<file path="src/rtl/stopwatch_bcd_counter_pkg.sv">
// Shared types and constants for the two-digit BCD seconds stopwatch.
package stopwatch_bcd_counter_pkg;

  typedef enum logic [1:0] {
    IDLE  = 2'd0,
    RUN   = 2'd1,
    PAUSE = 2'd2,
    DONE  = 2'd3
  } state_t;

  localparam int BCD_W = 4;
  localparam logic [BCD_W-1:0] BCD_MAX = 4'd9;

  // Prescaler width wide enough to hold TICK_DIV-1.
  function automatic int presc_w(input int tick_div);
    return (tick_div > 1) ? $clog2(tick_div) : 1;
  endfunction

endpackage

</file>
<file path="src/rtl/stopwatch_bcd_counter_key.sv">
// Push-key conditioning: 2-FF synchroniser, stability counter and a one-cycle
// pulse when the debounced level falls (key pressed).
module key_debounce #(
  parameter int DB_CYC = 240_000
) (
  input  logic clk,
  input  logic rst,
  input  logic key_n,
  output logic press
);

  localparam int CW = (DB_CYC > 1) ? $clog2(DB_CYC) : 1;
  localparam logic [CW-1:0] CNT_LAST = CW'(DB_CYC - 1);

  logic          sync_p0;
  logic          sync_p1;
  logic          level;
  logic [CW-1:0] cnt;

  always_ff @(posedge clk) begin
    if (rst) begin
      sync_p0 <= 1'b1;
      sync_p1 <= 1'b1;
      level   <= 1'b1;
      cnt     <= '0;
      press   <= 1'b0;
    end else begin
      sync_p0 <= key_n;
      // stage p0 -> p1
      sync_p1 <= sync_p0;
      press   <= 1'b0;
      if (sync_p1 == level) begin
        cnt <= '0;
      end else if (cnt == CNT_LAST) begin
        level <= sync_p1;
        cnt   <= '0;
        press <= ~sync_p1;
      end else begin
        cnt <= cnt + CW'(1);
      end
    end
  end

endmodule

</file>
<file path="src/rtl/stopwatch_bcd_counter.sv">
// Two-digit BCD seconds stopwatch with debounced start/pause and clear keys,
// driven by a TICK_DIV-cycle prescaler.
module stopwatch_bcd_counter
  import stopwatch_bcd_counter_pkg::*;
#(
  parameter int TICK_DIV = 12_000_000,
  parameter int DB_CYC   = 240_000,
  parameter int WRAP     = 1
) (
  input  logic             clk,
  input  logic             rst,
  input  logic             key_start_n,
  input  logic             key_clear_n,
  output logic [BCD_W-1:0] seg_data_1,
  output logic [BCD_W-1:0] seg_data_2,
  output logic             running,
  output logic             wrap_pulse
);

  localparam int PW = presc_w(TICK_DIV);
  localparam logic [PW-1:0] PRESC_LAST = PW'(TICK_DIV - 1);

  logic          start_press;
  logic          clear_press;
  state_t        state;
  logic [PW-1:0] presc;

  key_debounce #(.DB_CYC(DB_CYC)) u_key_start (
    .clk   (clk),
    .rst   (rst),
    .key_n (key_start_n),
    .press (start_press)
  );

  key_debounce #(.DB_CYC(DB_CYC)) u_key_clear (
    .clk   (clk),
    .rst   (rst),
    .key_n (key_clear_n),
    .press (clear_press)
  );

  always_ff @(posedge clk) begin
    if (rst) begin
      state      <= IDLE;
      presc      <= '0;
      seg_data_1 <= '0;
      seg_data_2 <= '0;
      running    <= 1'b0;
      wrap_pulse <= 1'b0;
    end else begin
      wrap_pulse <= 1'b0;
      // Clear takes priority over start when both pulse together.
      if (clear_press) begin
        state      <= IDLE;
        presc      <= '0;
        seg_data_1 <= '0;
        seg_data_2 <= '0;
        running    <= 1'b0;
      end else begin
        case (state)
          IDLE: begin
            if (start_press) begin
              state   <= RUN;
              presc   <= '0;
              running <= 1'b1;
            end
          end
          RUN: begin
            if (start_press) begin
              state   <= PAUSE;
              running <= 1'b0;
            end else if (presc == PRESC_LAST) begin
              presc <= '0;
              if (seg_data_2 != BCD_MAX) begin
                seg_data_2 <= seg_data_2 + BCD_W'(1);
              end else if (seg_data_1 != BCD_MAX) begin
                seg_data_2 <= '0;
                seg_data_1 <= seg_data_1 + BCD_W'(1);
              end else if (WRAP != 0) begin
                seg_data_2 <= '0;
                seg_data_1 <= '0;
                wrap_pulse <= 1'b1;
              end else begin
                state   <= DONE;
                running <= 1'b0;
              end
            end else begin
              presc <= presc + PW'(1);
            end
          end
          // Prescaler is left untouched so a resume continues mid-second.
          PAUSE: begin
            if (start_press) begin
              state   <= RUN;
              running <= 1'b1;
            end
          end
          DONE: begin
          end
          default: begin
            state   <= IDLE;
            running <= 1'b0;
          end
        endcase
      end
    end
  end

endmodule

</file>
<file path="config.mk">
export PLATFORM = sky130hd
export DESIGN_NAME = stopwatch_bcd_counter
export DESIGN_NICKNAME = d
export VERILOG_FILES = /design/src/rtl/stopwatch_bcd_counter_pkg.sv /design/src/rtl/stopwatch_bcd_counter_key.sv /design/src/rtl/stopwatch_bcd_counter.sv
export SDC_FILE = /design/constraint.sdc
export NUM_CORES = 1
export LEC_CHECK = 0
export ABC_AREA = 1
export BUFFER_PORTS_ARGS = -buffer_cell sky130_fd_sc_hd__buf_2
export CAP_MARGIN = 40
export CORE_UTILIZATION = 50
export DETAILED_ROUTE_END_ITERATION = 8
export HOLD_SLACK_MARGIN = 0.06
export MAX_ROUTING_LAYER = met4
export PLACE_DENSITY = 0.7
export RECOVER_POWER = 50
export SETUP_SLACK_MARGIN = 0.3
export SLEW_MARGIN = 15
export SYNTH_ARGS = -nofsm -noshare
export SYNTH_HDL_FRONTEND = slang
export SYNTH_SLANG_ARGS = --single-unit
</file>
<file path="constraint.sdc">
create_clock -name clk -period 3.1 [get_ports clk]
set_input_delay 0.62 -clock clk [delete_from_list [all_inputs] [get_ports clk]]
set_output_delay 0.62 -clock clk [all_outputs]
set_load 0.02 [all_outputs]
</file>
==> results of run 1 <==
## final cells by class
type                    instances  area [µm²]  share of cell area
repair buffers                 15       62.56             0.01423
clock inverters                 4       76.32             0.01736
well taps                     102       127.6             0.02903
inverters                      77       289.0             0.06576
multi-input cells             417        2103              0.4785
flip-flops and latches         79        1582              0.3598
clock buffers                  12       155.1             0.03530
## metal layers
metal | part of all wire | routed length, µm
met3 | 0.015 | 123
met5 | 0 | 0
met1 | 0.47 | 3819
met4 | 0.025 | 206
met2 | 0.49 | 4011
## cell usage after synthesis, types with 10 or more instances
| cell | n |
|---|---|
| sky130_fd_sc_hd__xor2_1 | 21 |
| sky130_fd_sc_hd__inv_1 | 69 |
| sky130_fd_sc_hd__a21oi_1 | 36 |
| sky130_fd_sc_hd__dfxtp_1 | 79 |
| sky130_fd_sc_hd__nand2_2 | 10 |
| sky130_fd_sc_hd__nor2_1 | 82 |
| sky130_fd_sc_hd__nand2_1 | 121 |
| sky130_fd_sc_hd__nand4_1 | 23 |
| sky130_fd_sc_hd__o21ai_0 | 10 |
| sky130_fd_sc_hd__nand3_1 | 34 |
| sky130_fd_sc_hd__nor3_1 | 17 |
| sky130_fd_sc_hd__nor2_2 | 12 |
## registers in the layout, summed over array words and instances (netlist names)
| register | count |
|---|---|
| presc | 24 |
| u_key_clear.cnt | 18 |
| u_key_start.cnt | 18 |
| seg_data_1 | 4 |
| seg_data_2 | 4 |
| state | 2 |
| u_key_clear.level | 1 |
| u_key_clear.press | 1 |
| u_key_clear.sync_p0 | 1 |
| u_key_clear.sync_p1 | 1 |
| u_key_start.level | 1 |
| u_key_start.press | 1 |
| u_key_start.sync_p0 | 1 |
| u_key_start.sync_p1 | 1 |
| wrap_pulse | 1 |
## logic make-up (layout without fill, tap and decap cells)
family / after synthesis / count (layout) / share of synthesized area
buffers and inverters: 84 / 108 / 0.08320
AND/OR/NAND/NOR: 329 / 329 / 0.3870
AO/OA/AOI/OAI: 59 / 59 / 0.07831
flip-flops: 79 / 79 / 0.3867
XOR/XNOR: 26 / 26 / 0.05567
adder cells (fa/ha/maj): 3 / 3 / 0.009178
## cell usage in the layout, fill, tap and decap left out, types with 3 or more instances in the layout
master,count
sky130_fd_sc_hd__o21ai_0,11
sky130_fd_sc_hd__xnor2_1,5
sky130_fd_sc_hd__nor3_1,18
sky130_fd_sc_hd__clkbuf_1,13
sky130_fd_sc_hd__nor2_4,4
sky130_fd_sc_hd__dfxtp_1,79
sky130_fd_sc_hd__nor3b_1,3
sky130_fd_sc_hd__nand3_1,36
sky130_fd_sc_hd__inv_1,69
sky130_fd_sc_hd__nor2_2,11
sky130_fd_sc_hd__nor2_1,86
sky130_fd_sc_hd__nand2_2,9
sky130_fd_sc_hd__or2_0,3
sky130_fd_sc_hd__clkbuf_8,11
sky130_fd_sc_hd__xor2_1,21
sky130_fd_sc_hd__or2_2,5
sky130_fd_sc_hd__inv_2,7
sky130_fd_sc_hd__ha_1,3
sky130_fd_sc_hd__nand4_1,23
sky130_fd_sc_hd__nand2_1,122
sky130_fd_sc_hd__a21oi_1,36
## power groups by stage
stage,clock network (µW),registers (µW),logic (µW)
2_1_floorplan,0,1040,15.8
3_3_place_gp,0,1040,22.6
3_5_place_dp,0,1040,23.0
4_1_cts,904,1020,22.9
5_1_grt,947,1020,24.2
6_report,890,1020,21.5
## stage by stage
step / util / hold slack [ns]
detailed placement: 0.5439 / 0.3932
CTS: 0.5736 / 0.4124
floorplan: - / 0.3895
finish: 0.5630 / 0.4119
global route: 0.5630 / 0.4260
global placement: 0.5439 / 0.3923
## critical path, cell delays in order, from the launching register on
cell	delay, ns
sky130_fd_sc_hd__dfxtp_1	0.32
sky130_fd_sc_hd__ha_1	0.22
sky130_fd_sc_hd__nand3_1	0.13
sky130_fd_sc_hd__nor2_1	0.10
sky130_fd_sc_hd__nand3_1	0.21
sky130_fd_sc_hd__nand2_4	0.06
sky130_fd_sc_hd__nor2_1	0.75
sky130_fd_sc_hd__o21ai_0	0.22
sky130_fd_sc_hd__a21oi_1	0.18
## final timing paths
kind | from | end | slack, ns | depth (start not counted)
setup / recovery | presc[0]$_SDFFE_PP0P_ | presc[12]$_SDFFE_PP0P_ | 0.83 | 8
hold / removal | u_key_clear.sync_p0$_SDFF_PP1_ | u_key_clear.sync_p1$_SDFF_PP1_ | 0.41 | 1
setup reg to reg | presc[0]$_SDFFE_PP0P_ | presc[12]$_SDFFE_PP0P_ | 0.83 | 8
hold reg to reg | u_key_clear.sync_p0$_SDFF_PP1_ | u_key_clear.sync_p1$_SDFF_PP1_ | 0.41 | 1
==> summary by stage, run 1 <==
Logic synthesis
After synthesis the cells add up to 4090 µm². Sorting the synthesized cells by area gives the leading types as sky130_fd_sc_hd__dfxtp_1 39%, sky130_fd_sc_hd__nand2_1 11%, sky130_fd_sc_hd__nor2_1 7.5%, sky130_fd_sc_hd__inv_1 6.3%, sky130_fd_sc_hd__xor2_1 4.5%. The distinct cell type count after synthesis is 39. Synthesis produced a netlist with a net count of 587.

The most area-hungry cell type in the Yosys netlist is sky130_fd_sc_hd__dfxtp_1. The number of flops mapped to enable cells by yosys is 0. The sequential share of the synthesized area is 0.3867.

Counting flops with an async set or reset pin after synthesis yields a share of 0. The count of mapped cells out of synthesis is 580. The share of the synthesized area in the top cell type is 0.3867. In this run, synthesis produced a sequential element count of 79. A synthesized cell averages 7.052 µm².

The leading register cell type out of synthesis is sky130_fd_sc_hd__dfxtp_1. The yosys synthesis warning count is 0.

Clock tree
The number of buffers inserted for hold repair after clock tree synthesis is 0. The number of setup buffers added after CTS is 0. The maximum clock insertion buffer count is 2. The number of clock sinks seen by CTS is 79. The clock insertion delay at the later pin of the skew report is 0.36 ns. The clock-pin slew on the worst setup and hold paths is 0.08 ns. The root buffer cell chosen for the clock tree is sky130_fd_sc_hd__clkbuf_8. The number of clock buffers inserted by TritonCTS is 9. The H-tree was split into 3 levels. TritonCTS built the clock tree. Post-CTS repair changed the size of 0 cells.

STA
Timing would allow up to 440.5 MHz. The total count of hold-check failures in the final report is 0. After routing, the total negative slack on setup checks comes to 0 ns.

In this run the tightest slew margin relative to its limit is 0.3360. The slew at the pin closest to its max-slew limit is 0.9924 ns. The count of final max-slew check failures is 0. Of the available clock period, the critical path in the final layout requires 0.7323. Setup repair after global routing left no endpoint under its margin. Subtracting the final worst setup slack from the clock period gives 2.270 ns. Clock skew on the completed layout was measured at 0.008057 ns. The smallest setup slack after layout is 0.8297 ns. The number of setup violations in the final report is 0.

Drt
The final routed wirelength across all metal layers is 8161 µm. For this block, the initial DRC count from the detailed router was 97. Detailed routing inserted a total of 3610 vias. In the routed design, unresolved DRC markers number 0. The pre-antenna-repair detailed-routing pass consisted of 4 iterations. The count of nets left with antenna violations once routing finished came out at 0. The final routed wire length divided by cell count is 11.56 µm. Using the TritonRoute via totals, the vias-per-cell ratio works out to 5.113.

Placed design
At the end of routability-driven placement, the weighted congestion stood at 0.8634. Prior to clock tree synthesis, the placed netlist has a worst setup slack of 1.121 ns. Including well taps, the total number of placed cells is 690. The placed instances occupy a cell area of 4247 µm². The final HPWL from detailed placement is 5973 µm.

The count of buffers added on input and output ports is 13.

Power
Summed over all nets, the switching power comes to 407.2 µW. The share of total power dissipated in sequential elements is 0.528. The proportion of power drawn by combinational gates is 0.011. In this run the power density over the cells is 439.2 nW/µm². The leakage dissipation is 0.001539 µW. The total power draw is 1930 µW. The proportion of power drawn by the clock network is 0.461. The switching power as a share of total power is 0.2109. The total internal power is 1523 µW. The peak ir drop on the vdd network is 316.0 µV.

Global route
The most heavily used metal layer in global routing is met2. The global-route met3 utilization is 0.03202. The number of global-route vias before repair is 3343.

The first global-routing pass estimated 14330 µm of wire. The number of antenna violations at the first check in global routing was 0. The total routing usage reported by global routing is 0.2139.

In the global route stage, met1 resource usage came out at 0.2463. The total overflow left after global routing is 0. Entering global routing, the biggest net connects 21 pins.

The fraction of met2 tracks used by global routing is 0.3648.

Setup path
By startpoint and endpoint, the worst setup path is classified as reg2reg. STA puts the critical path data required time at 3.37 ns. For the worst setup path, the data arrival time is 2.54 ns. In this run the worst path has a maximum fanout of 13. STA classifies the critical path startpoint as a flop. The critical path endpoint category is a flop.

Hold path
In this run the worst hold path is classified as reg2reg.

Finish
The area growth from synthesis to layout is 7.464%. The number of filler instances in the final layout is 775. The repair_antennas step left the layout with diodes totalling 0. After the last flow step, the layout net total stands at 606. The non-filler instance count after layout is 706. The share of cells above drive strength 1 is 0.1010.

The final non-filler cell area is 4395 µm².

Floorplanning
The area enclosed by the die boundary is 8546 µm². The row count is 32. The I/O pin total is 14. In this run the horizontal extent of the chip is 92.45 µm. The area of the core region is 7807 µm². The initial utilization of the core area, before any placement, comes to 0.5239. The height of the die is 92.45 µm.

Outcome
The flow ran to the end, and the final reports show no timing, DRC or antenna violations.

Job
Max-cap violations in this run came to 0.
Power figures use the tool's default switching activity.
==> run 2: changes to the inputs <==
==> constraint.sdc (replaced) <==
create_clock -name clk -period 2.1 [get_ports clk]
set_input_delay 0.42 -clock clk [delete_from_list [all_inputs] [get_ports clk]]
set_output_delay 0.42 -clock clk [all_outputs]
set_load 0.02 [all_outputs]
==> summary by stage, run 2 (synthesis results as in run 1) <==
Outcome
The flow ran to the end, and the final reports show no timing, DRC or antenna violations.

Drt
The count of nets left with antenna violations after detail routing is 0 (unchanged). The first-pass detailed-route iteration total is 4 (unchanged). The initial detailed-routing violation count is 119 (+23%). The via density per instance is 5.105 (-0.15%). The final routed DRC violation total came to 0 (unchanged). The final routed wire length divided by cell count is 11.73 µm (+1.5%). The total number of vias is 3630 (+0.55%). The final routed wirelength across all metal layers came to 8341 µm (+2.2%).

STA
Setup repair after global routing could not meet its margin everywhere. The peak clock frequency supported by timing came to 558.5 MHz (+27%). The worst setup skew after layout is 0.01080 ns (+0.002739 ns). The slew at the pin closest to its max-slew limit was 0.8619 ns (-0.1305 ns).

The post-route clock period utilization is 0.8527 (+0.1203). The setup total negative slack came to 0 ns (unchanged). The headroom to the max-slew limit is 0.4254 (+0.08947). The final-layout worst hold slack was 0.2444 ns (-0.1674 ns).

The number of setup violations in the final report is 0 (unchanged). The count of final max-slew check failures was 0 (unchanged). The total count of hold-check failures in the final report is 0 (unchanged). The post-route minimum period was 1.791 ns (-0.4796 ns).

Setup path
The category of the worst setup path launch point is a flop. The critical path startpoint is presc[1]$_SDFFE_PP0P_. The largest fanout on the critical path is 9 (-4). The arrival time at the worst endpoint is 1.99 ns (-0.55 ns). The required time of the critical path is 2.29 ns (-1.08 ns). The stage delay of the slowest cell on the critical path is 0.36 ns (-0.39 ns). The signal on the critical path passes through ha_1 > nand3_1 > nor2_1 > nand3_4 > nand2_4 > nor2_4 > buf_12 > o21ai_0 > a21oi_1. The cell at the slowest stage of the critical path is sky130_fd_sc_hd__dfxtp_1. The startpoint of the worst register-to-register path is presc[1]$_SDFFE_PP0P_.

The setup path with the least slack is of type reg2reg. STA classifies the critical path endpoint as a flop.

Clock tree
The number of clock sinks seen by CTS is 79 (unchanged). The maximum clock insertion buffer count was 2 (unchanged). The clock-pin slew on the worst setup and hold paths is 0.09 ns (about the same). The buffer cell driving the clock tree root is sky130_fd_sc_hd__clkbuf_8.

The TritonCTS clock tree is built. The clock insertion delay at the later pin of the skew report is 0.35 ns (about the same). The number of buffers inserted for hold repair after clock tree synthesis is 0 (unchanged). The count of H-tree levels built during CTS came to 3 (unchanged). The number of clock buffers inserted by TritonCTS came to 9 (unchanged).

Placed design
The number of port buffers is 13 (unchanged). The routability-driven placement congestion ratio came to 0.8770 (+1.6%). The final HPWL from detailed placement is 6090 µm (+2.0%).

Floorplanning
The I/O pin total is 14 (unchanged). The horizontal extent of the die is 92.45 µm (unchanged). The starting density of the core is 0.5239 (unchanged).

The row count was 32 (unchanged). The height of the die is 92.45 µm (unchanged). The area of the core region was 7807 µm² (unchanged).

The area enclosed by the die boundary is 8546 µm² (unchanged).

Power
The proportion of power drawn by the clock network is 0.476 (+0.015). The leakage dissipation is 0.001629 µW (+5.8%). The peak ir drop on the vdd network was 441.2 µV (+40%).

The part of the power in registers is 0.512 (-0.016). The total internal power is 2317 µW (+52%). The total power per unit cell area is 645.8 nW/µm² (+47%). The net switching component of the power is 617.9 µW (+52%). The switching power as a share of total power is 0.2105 (-0.0003806). The proportion of power drawn by combinational gates is 0.012 (about the same).

Global route
The residual overflow from global routing is 0 (unchanged). The number of antenna violations at the first check in global routing is 0 (unchanged). The wire length of the first global-routing pass is 14700 µm (+2.6%). The number of global-route vias before repair came to 3454 (+3.3%).

The maximum number of pins on one net before global-route repair is 19 (-9.5%). The total routing usage reported by global routing is 0.2164 (+0.002442).

Job
The reported max-cap violation count is 0 (unchanged).

Finish
The area occupied by multi-input gates came to 2176 µm² (+3.5%). Relative to the synthesized area, the layout overhead comes to 11.10%. The number of nets at the end of the flow is 611 (+0.83%). In the final layout, the registers with the most flip-flops are presc x24, u_key_clear.cnt x18, u_key_start.cnt x18. The share of cells above drive strength 1 is 0.1199 (+0.01888). The number of flip-flops in the largest register came to 24 (unchanged). The footprint of the flip-flops and latches is 1582 µm² (unchanged). In the layout the commonest cells are 122 x sky130_fd_sc_hd__nand2_1, 83 x sky130_fd_sc_hd__nor2_1, 79 x sky130_fd_sc_hd__dfxtp_1. The antenna diode instance count was 0 (unchanged). The number of filler instances in the final layout was 750 (-3.2%).

The most common library cell in the layout ignoring fill and taps is sky130_fd_sc_hd__nand2_1. The register containing the most flip-flops in the final layout is presc.

Hold path
The min-delay analysis places its worst path in the category in2reg. The startpoint of the tightest hold check path is key_start_n.
-- run 2: layout make-up --
cell class              instances  share of cell area
inverters                      77             0.06360
well taps                     102             0.02808
clock buffers                   9             0.02726
repair buffers                 20             0.02643
flip-flops and latches         79              0.3480
multi-input cells             417              0.4788
clock inverters                 7             0.02781
-- run 2: critical path, delay by kind of cell (launching register included) --
family	cells	cell delay, ns
simple gates	5	0.78
flops	1	0.36
fa+ha+maj	1	0.21
compound gates	2	0.15
buf+inv	1	0.14
-- run 2: timing repair --
action                                  in CTS  in global routing
resized for setup                            0                  6
endpoints found under the setup margin       0                 12
buffers inserted                             0                  4
-- run 2: path summary, 6_finish.rpt --
check	end	slack [ns]	depth (start not counted)
max	presc[12]$_SDFFE_PP0P_	0.31	9
min	u_key_start.sync_p0$_SDFF_PP1_	0.24	2
max reg2reg	presc[12]$_SDFFE_PP0P_	0.31	9
min reg2reg	u_key_start.sync_p1$_SDFF_PP1_	0.42	1
-- run 2: stage by stage --
stage | power, µW | worst slack (ns) | util | instances | area (µm²)
6_report | 2935 | 0.3093 | 0.5821 | 711 | 4544
5_1_grt | 3034 | 0.1669 | 0.5821 | 711 | 4544
4_1_cts | 2969 | 0.3542 | 0.5779 | 707 | 4512
3_5_place_dp | 1575 | 0.3701 | 0.5458 | 691 | 4262
3_3_place_gp | 1574 | 0.02749 | 0.5439 | 690 | 4247
2_1_floorplan | 1562 | 0.6353 | - | 580 | 4090
-- run 2: power groups by stage --
stage,Combinational (µW),Clock [µW],Sequential (µW)
6_report,34.8,1400,1500
5_1_grt,38.7,1490,1500
3_3_place_gp,35.3,0,1540
4_1_cts,35.7,1430,1500
2_1_floorplan,23.3,0,1540
3_5_place_dp,35.6,0,1540
-- run 2: per-layer routing --
layer / GRT usage / wire length, µm / vias up
met2: 0.3648 / 4052 / 37
met5: - / 0 / -
li1: - / - / 1907
met4: 0.08724 / 179 / 0
met3: 0.04516 / 158 / 15
met1: 0.2509 / 3951 / 1671
